--- src/rtl/lsu_mem_ctrl.sv ---
// lsu_mem_ctrl: byte/half/word load-store unit over a word-organised data memory.
// Define LSU_MISALIGN_EN to split word-crossing accesses into two word accesses; otherwise they fault.
module lsu_mem_ctrl #(
    parameter int unsigned DEPTH = 1024
) (
    input  logic        clk,
    input  logic        rst,
    input  logic        req_valid,
    output logic        req_ready,
    input  logic        req_we,
    input  logic [2:0]  req_funct3,
    input  logic [31:0] req_addr,
    input  logic [31:0] req_wdata,
    output logic        resp_valid,
    output logic [31:0] resp_rdata,
    output logic        resp_fault,
    output logic [31:0] mem_A,
    output logic [31:0] mem_WD,
    output logic        mem_WE,
    input  logic [31:0] mem_RD
);
    typedef enum logic [2:0] {IDLE, RD0, RD1, WR0, WR1, DONE} state_t;

    state_t      state_q;
    logic        we_q, valid_q, fault_q, mwe_q;
    logic [2:0]  f3_q;
    logic [1:0]  off_q;
    logic [29:0] w0_q;
    logic [31:0] wdata_q, word0_q, rdata_q, a_q, wd_q;

    logic [29:0] a_w0;
    logic [1:0]  a_off;
    logic        a_cross, a_illegal, a_fault, a_sw;
    logic [31:0] cur0, lo_d, rdata_d;
    logic [4:0]  sh;

`ifdef LSU_MISALIGN_EN
    localparam int WIN = 64;
    logic        cross_q;
    logic [29:0] w1_q, a_w1;
    logic [31:0] word1_q, cur1;
`else
    localparam int WIN = 32;
`endif
    logic [WIN-1:0] win_d, mask_d, data_d, merged_d;

    assign a_w0      = req_addr[31:2];
    assign a_off     = req_addr[1:0];
    assign a_cross   = (req_funct3[1:0] == 2'b01 && a_off == 2'd3) || (req_funct3[1:0] == 2'b10 && a_off != 2'd0);
    assign a_illegal = (req_funct3[1:0] == 2'b11) || (req_funct3[2] && (req_we || req_funct3[1]));
    assign a_sw      = req_we && req_funct3 == 3'b010 && a_off == 2'd0;
    assign cur0      = (state_q == RD0) ? mem_RD : word0_q;

`ifdef LSU_MISALIGN_EN
    assign a_w1    = a_w0 + 30'd1;
    assign a_fault = a_illegal || ({2'b00, a_w0} >= DEPTH) || (a_cross && ({2'b00, a_w1} >= DEPTH));
    assign cur1    = (state_q == RD1) ? mem_RD : word1_q;
    assign win_d   = {cur1, cur0};
`else
    assign a_fault = a_illegal || ({2'b00, a_w0} >= DEPTH) || a_cross;
    assign win_d   = cur0;
`endif

    // Byte lanes are little-endian across the read window; both load extraction and store merge shift by off.
    assign sh       = {off_q, 3'b000};
    assign lo_d     = 32'(win_d >> sh);
    assign rdata_d  = f3_q[1] ? lo_d :
                      f3_q[0] ? {{16{lo_d[15] & ~f3_q[2]}}, lo_d[15:0]} :
                                {{24{lo_d[7] & ~f3_q[2]}}, lo_d[7:0]};
    assign mask_d   = WIN'(f3_q[1] ? 32'hFFFF_FFFF : f3_q[0] ? 32'h0000_FFFF : 32'h0000_00FF) << sh;
    assign data_d   = WIN'(wdata_q) << sh;
    assign merged_d = (win_d & ~mask_d) | (data_d & mask_d);

    assign req_ready  = rst && state_q == IDLE;
    assign resp_valid = valid_q;
    assign resp_fault = fault_q;
    assign resp_rdata = rdata_q;
    assign mem_A      = a_q;
    assign mem_WD     = wd_q;
    assign mem_WE     = mwe_q;

    always_ff @(posedge clk or negedge rst) begin
        if (!rst) begin
            state_q <= IDLE;
            we_q    <= 1'b0;
            f3_q    <= 3'd0;
            off_q   <= 2'd0;
            w0_q    <= 30'd0;
            wdata_q <= 32'd0;
            word0_q <= 32'd0;
            valid_q <= 1'b0;
            fault_q <= 1'b0;
            mwe_q   <= 1'b0;
            rdata_q <= 32'd0;
            a_q     <= 32'd0;
            wd_q    <= 32'd0;
`ifdef LSU_MISALIGN_EN
            cross_q <= 1'b0;
            w1_q    <= 30'd0;
            word1_q <= 32'd0;
`endif
        end else begin
            valid_q <= 1'b0;
            fault_q <= 1'b0;
            mwe_q   <= 1'b0;
            rdata_q <= 32'd0;
            a_q     <= 32'd0;
            wd_q    <= 32'd0;
            case (state_q)
                IDLE: if (req_valid) begin
                    we_q    <= req_we;
                    f3_q    <= req_funct3;
                    off_q   <= a_off;
                    w0_q    <= a_w0;
                    wdata_q <= req_wdata;
`ifdef LSU_MISALIGN_EN
                    w1_q    <= a_w1;
                    cross_q <= a_cross;
`endif
                    if (a_fault) begin
                        state_q <= DONE;
                        valid_q <= 1'b1;
                        fault_q <= 1'b1;
                    end else if (a_sw) begin
                        state_q <= WR0;
                        a_q     <= {2'b00, a_w0};
                        wd_q    <= req_wdata;
                        mwe_q   <= 1'b1;
                    end else begin
                        state_q <= RD0;
                        a_q     <= {2'b00, a_w0};
                    end
                end
                RD0: begin
                    word0_q <= mem_RD;
`ifdef LSU_MISALIGN_EN
                    if (cross_q) begin
                        state_q <= RD1;
                        a_q     <= {2'b00, w1_q};
                    end else
`endif
                    if (we_q) begin
                        state_q <= WR0;
                        a_q     <= {2'b00, w0_q};
                        wd_q    <= merged_d[31:0];
                        mwe_q   <= 1'b1;
                    end else begin
                        state_q <= DONE;
                        valid_q <= 1'b1;
                        rdata_q <= rdata_d;
                    end
                end
`ifdef LSU_MISALIGN_EN
                RD1: begin
                    word1_q <= mem_RD;
                    if (we_q) begin
                        state_q <= WR0;
                        a_q     <= {2'b00, w0_q};
                        wd_q    <= merged_d[31:0];
                        mwe_q   <= 1'b1;
                    end else begin
                        state_q <= DONE;
                        valid_q <= 1'b1;
                        rdata_q <= rdata_d;
                    end
                end
                WR0: begin
                    if (cross_q) begin
                        state_q <= WR1;
                        a_q     <= {2'b00, w1_q};
                        wd_q    <= merged_d[63:32];
                        mwe_q   <= 1'b1;
                    end else begin
                        state_q <= DONE;
                        valid_q <= 1'b1;
                    end
                end
                WR1: begin
                    state_q <= DONE;
                    valid_q <= 1'b1;
                end
`else
                WR0: begin
                    state_q <= DONE;
                    valid_q <= 1'b1;
                end
`endif
                default: state_q <= IDLE;
            endcase
        end
    end
endmodule

--- config.mk ---
export PLATFORM = sky130hd
export DESIGN_NAME = lsu_mem_ctrl
export DESIGN_NICKNAME = d
export VERILOG_FILES = /design/src/rtl/lsu_mem_ctrl.sv
export SDC_FILE = /design/constraint.sdc
export NUM_CORES = 1
export LEC_CHECK = 0
export CAP_MARGIN = 10
export CORE_UTILIZATION = 50
export DETAILED_ROUTE_END_ITERATION = 8
export PLACE_DENSITY = 0.8
export SLEW_MARGIN = 20
export SYNTH_ARGS = -nofsm -noshare
export SYNTH_HDL_FRONTEND = slang
export SYNTH_SLANG_ARGS = --single-unit
export TNS_END_PERCENT = 1
--- constraint.sdc ---
create_clock -name clk -period 2.74 [get_ports clk]
set_input_delay 0.822 -clock clk [delete_from_list [all_inputs] [get_ports clk]]
set_output_delay 0.822 -clock clk [all_outputs]
set_load 0.01 [all_outputs]
## Word level (Yosys, flattened, before mapping)

Index checks and enable logic that the tools add are counted.

| word-level totals | value |
|---|---|
| register bits | 202 |
| input bits | 103 |
| output and inout bits | 100 |
| logic and storage cells | 78 |

| operators by class | value |
|---|---|
| $lt $le $gt $ge | 1 |
| equal/unequal tests | 8 |
| shift operators | 3 |
| multiplexer cells | 31 |
| bitwise logic cells | 7 |
| reduce and logical (&&, ||, !) cells | 15 |

Operators by type and width:

| kind | count |
|---|---|
| 32-bit two-way mux | 10 |
| 30-bit two-way mux | 3 |
| 32-bit bitwise AND | 2 |
| 32-bit case mux with 2 select lines | 1 |
| 32-bit by 5-bit left shift with 32-bit output | 2 |
| 30-bit case mux with 2 select lines | 1 |
| 32-bit inverter | 1 |
| 32-bit bitwise OR | 1 |
| 32-bit by 5-bit right shift with 32-bit output | 1 |
| 30-bit by 11-bit greater-or-equal comparator with 1-bit output (second input constant) | 1 |
| 16-bit two-way mux | 1 |
| 3-bit two-way mux | 3 |
| 3-bit case mux with 3 select lines | 1 |
| 1-bit two-way mux | 8 |
| 2-bit equality test (second input constant) | 3 |
| 3-bit by 2-bit equality test with 1-bit output (second input constant) | 2 |
| 1-bit logical AND | 6 |
| 1-bit logical OR | 5 |
| 3-bit by 1-bit equality test with 1-bit output (second input constant) | 1 |
| 3-bit logical NOT | 1 |
| 1-bit case mux with 3 select lines | 1 |
| 1-bit bitwise AND | 2 |
| 2-bit by 1-bit equality test with 1-bit output (second input constant) | 1 |
| 2-bit logical NOT | 1 |
| other kinds (6) | 6 |

## Longest topological paths before layout

| depth | value |
|---|---|
| depth in word-level cells | 8 |
| mapped depth | 8 |
| depth with buffers taken out | 5 |

## Worst setup path after synthesis

Ideal clock, no wire load.

| timing path | value |
|---|---|
| path kind | input-to-reg |
| from | input port req_addr[18] |
| to | register wd_q[22] (netlist: mem_WD[22]) |
| library setup time | 0.083 ns |
| data arrival time | 2.223 ns |
| required time | 2.657 ns |
| setup slack | 0.434 ns |
| cell stages on the path | 6 |
| path buffers | 1 |
| path through | nor4_1 > nand4_1 > a2111oi_4 > nand4b_2 > buf_2 > o22ai_1 |

| between the ends | value |
|---|---|
| longest elaborated chain between the ends | 6 |

Ends and longest elaborated chain:

| item | RTL line | text |
|---|---|---|
| start: declaration | 12 | `input logic [31:0] req_addr,` |
| 30-bit by 11-bit greater-or-equal comparator with 1-bit output | 60 | `assign a_fault = a_illegal \|\| ({2'b00, a_w0} >= DEPTH) \|\| a_cross;` |
| 1-bit logical OR (2 in series) | 60 |  |
| 32-bit two-way mux | 120 | `if (a_fault) begin` |
| 32-bit two-way mux | 110 | `IDLE: if (req_valid) begin` |
| 32-bit case mux with 2 select lines | 109 | `case (state_q)` |
| end signal: assignment | 127 | `wd_q <= req_wdata;` |
| end signal: assignment | 145 | `wd_q <= merged_d[31:0];` |
| end: declaration | 29 | `logic [31:0] wdata_q, word0_q, rdata_q, a_q, wd_q;` |

No other way between the ends.
A chain may end at the register's enable or synchronous reset.

## Final worst setup path

| timing path | value |
|---|---|
| from | register state_q[1] |
| to | output port req_ready |

| between the ends | value |
|---|---|
| longest elaborated chain between the ends | 2 |

Ends and longest elaborated chain:

| item | RTL line | text |
|---|---|---|
| start: declaration | 24 | `state_t state_q;` |
| start signal: assignment | 84 | `state_q <= IDLE;` |
| start signal: assignment | 121 | `state_q <= DONE;` |
| start signal: assignment | 125 | `state_q <= WR0;` |
| 3-bit logical NOT | 74 | `assign req_ready = rst && state_q == IDLE;` |
| 1-bit logical AND | 74 |  |
| end: declaration | 9 | `output logic req_ready,` |

No other way between the ends.

==> reports/metrics.yaml <==
outcome: "finished, final reports clean"
worst_pin_slew_ps: 905.5
grt.met3_usage_pct: 8.123
seqPwrFrac_pct: 34.6
synth_area_per_cell_um2: 10.20
clockBufferDepth: 2
grt_use_met2_pct: 45.17
die_area_um2: 17690
yosys_most_used_dff: "dfrtp_1"
setup-violations-final: 0
routedWlPerCell_um: 18.66
start_util_pct: 51.55
swShare_pct: 39.86
total_switching_power_uw: 5250
startpoint_type: "register"
antennaDiodeCount: 0
ant_nets: 0
p_comb_share_pct: 46.4
finalNonFillerCells: 1278
synth_area_um2: 8579
rows: 47
ys_warn_count: 0
synth_xor_xnor_area_share_pct: 0
startpoint: "state_q[1]$_DFFE_PN0P_"
cts.htree.levels: 4
cts_inserted_buffers: 17
fin_setup_tns_ps: 0
worstRegToRegCells: 6
setup.worst_path.class: "register to primary output"
synth_compound_area_share_pct: 14.35
cp_slowest_stage_delay_ps: 560
maxCapViolCount: 0
worstPathMaxFanout: 8
fillers: 1246
drc_errors: 0
core_area_um2: 16640
max_freq_mhz: 374.8
synthTopCellsByArea: "dfrtp_1, nand2_1, mux2i_1"
fin_crit_ps: 2668
grt_pass1_wl_um: 38000
drt_pre_antenna_iters: 5
synthCells: 841
ys_types: 52
dpl.hpwl_um: 17000
worstSetupEndpoint: "req_ready"
leakagePower_uw: 0.005370
path_buf_inv: 1
yosys.area_share.simple_pct: 16.44
crit_path_cell_trace: "nor3_2, and2_1, clkdlybuf4s50_1"
overflow: 0
pin_count: 203
fp.dieH_um: 133.0
holdBufCountCts: 0
cp_num_cells: 3
min_path_type: "register to register"
crit_arrival_ps: 1850
vias: 7160
p_int_uw: 7920
grt_max_degree: 144
dp.cells: 1244
hold_viol_final: 0
synthMuxAreaShare_pct: 6.767
nets: 1148
vias_per_cell: 5.603
grt_pass1_vias: 6993
synth_seq_cells: 200
drt-initial-drc-count: 642
synth-edff-count: 0
drive_gt1_share_pct: 11.44
crit_slowest_cell: "clkdlybuf4s50_1"
areaGrowthSynthToFinish_pct: 35.73
clk_latency_ps: 440
synth_top_family_by_area: "simple AND/OR/NAND/NOR gates"
cts_sinks: 200
grt.busiest_layer: "met2"
holdWs_ps: 466.7
gp_congestion: 0.9515
io_buffers: 200
async_flop_share_pct: 100.0
seq_area_frac_synth_pct: 58.33
clock_skew_ps: 10.57
met1_usage_pct: 37.14
end_kind: "primary output"
reg2reg_from: "state_q[2]$_DFFE_PN0P_"
path_clk_slew_ps: 70
clock_power_share_pct: 19.0
reg2reg_to: "resp_rdata[9]$_DFF_PN0_"
critPathRequiredTime_ps: 1920
netlist.area_leader.share_pct: 58.33
ff2ff_setup_slack_ps: 210
synthAdderAreaFrac_pct: 0
maxSlewHeadroom_pct: 39.41
netlist.top_cell.by_area: "dfrtp_1"
grt.total_usage_pct: 28.10
worst_ir_drop_vdd_uv: 660.5
cts_tree: "done"
path_delay_family: "buffers and inverters"
antenna_found_initial: 1
maxSlewViolCount: 0
p_per_area_nw_per_um2: 1131
finalCritPeriodShare_pct: 97.39
die_x_um: 133.0
drt_wl_total_um: 23840
clockRootBuffer: "clkbuf_16"
registers in the layout, indices dropped and copies added (netlist names), 3 cells and up:
register    flops
word0_q        32
mem_A          30
f3_q            3
resp_rdata     32
wdata_q        32
w0_q           30
state_q         3
mem_WD         32
cells in the final DEF (no fill, tap or decap), types with 14 or more instances in the layout:
cell type	n
a211o_1	14
a21oi_1	30
and2_1	22
buf_4	35
clkbuf_16	17
clkdlybuf4s50_1	199
dfrtp_1	197
inv_1	24
mux2_2	18
mux2i_1	31
nand2_1	233
nor2_1	33
o21ai_0	28
o22ai_1	34
Yosys cell counts, types with 3 or more instances:
library cell and instances:
a21oi_1 30, dfrtp_1 200, clkbuf_1 41, mux2i_1 31, nor2b_1 10, inv_1 24
nor2_1 33, o22ai_1 34, mux2_2 18, a2bb2oi_1 7, buf_4 5, o21ai_1 3
nand2_1 234, and2_1 23, mux4_2 3, nor4_1 8, o21ai_0 28, o211ai_1 8
o32a_1 7, a21oi_2 11, a22o_1 11, nor4b_1 3, a211oi_1 8, buf_2 9
a31oi_1 7, a211o_1 14
through the flow:
stage / worst slack [ps] / utilization [%] / power [µW] / area (µm²)
after floorplan: 433.7 / - / 8171 / 8583
after global placement: -303.0 / 66.24 / 10410 / 11020
after detailed placement: -339.5 / 66.24 / 10570 / 11020
after CTS: 1.041 / 69.81 / 13120 / 11620
after global routing: -8.494 / 69.97 / 13900 / 11640
final: 71.57 / 69.97 / 13170 / 11640
power groups by stage:
| stage | sequential, µW | clock, µW | combinational (µW) |
|---|---|---|---|
| after detailed placement | 4600 | 0 | 5970 |
| after global routing | 4660 | 2640 | 6600 |
| after global placement | 4560 | 0 | 5850 |
| after CTS | 4560 | 2520 | 6040 |
| after floorplan | 4590 | 0 | 3580 |
| final | 4560 | 2500 | 6110 |
kinds of logic (layout without fill, tap and decap cells):
family	after synthesis	count (layout)
AND/OR/NAND/NOR	327	327
multiplexers	52	52
buffers and inverters	83	299
AO/OA/AOI/OAI	178	178
flip-flops	200	200
other	1	2
what timing repair did:
action,CTS,global route
gates resized for setup,1,3
buffers inserted,0,2
hold endpoints to repair,0,0
pin swaps,0,0
endpoints found under the setup margin,1,4
worst min-delay path: cells and delay by family (launching register included):
family | cells | cell delay [ps]
flops | 1 | 340
simple gates | 2 | 110
layer usage:
layer  up-vias  routed length (µm)
met4         0                 369
li1       3282                   -
met1      3519                9619
met3        29                2236
met5         -                   0
met2       330               11620
how the worst min path moves through the flow:
stage,from,end,slack (ps),cells after the start
final,w0_q[12]$_DFFE_PN0P_,w0_q[12]$_DFFE_PN0P_,470,2
after global routing,w0_q[27]$_DFFE_PN0P_,mem_A[27]$_DFF_PN0_,490,1
after CTS,w0_q[18]$_DFFE_PN0P_,w0_q[18]$_DFFE_PN0P_,470,2
after detailed placement,w0_q[18]$_DFFE_PN0P_,w0_q[18]$_DFFE_PN0P_,460,2
after global placement,w0_q[17]$_DFFE_PN0P_,w0_q[17]$_DFFE_PN0P_,450,2
after floorplan,w0_q[10]$_DFFE_PN0P_,w0_q[10]$_DFFE_PN0P_,440,2
final cells by class:
class	count	area (µm²)	share of cell area, %
timing repair buffer	242	2409	20.68
clock buffer	19	452.9	3.890
inverter	25	93.84	0.8058
sequential	200	5009	43.01
clock inverter	13	140.1	1.203
tap	220	275.3	2.364
multi-input combinational	559	3266	28.04
No activity file was read; power rests on OpenSTA's default activity.
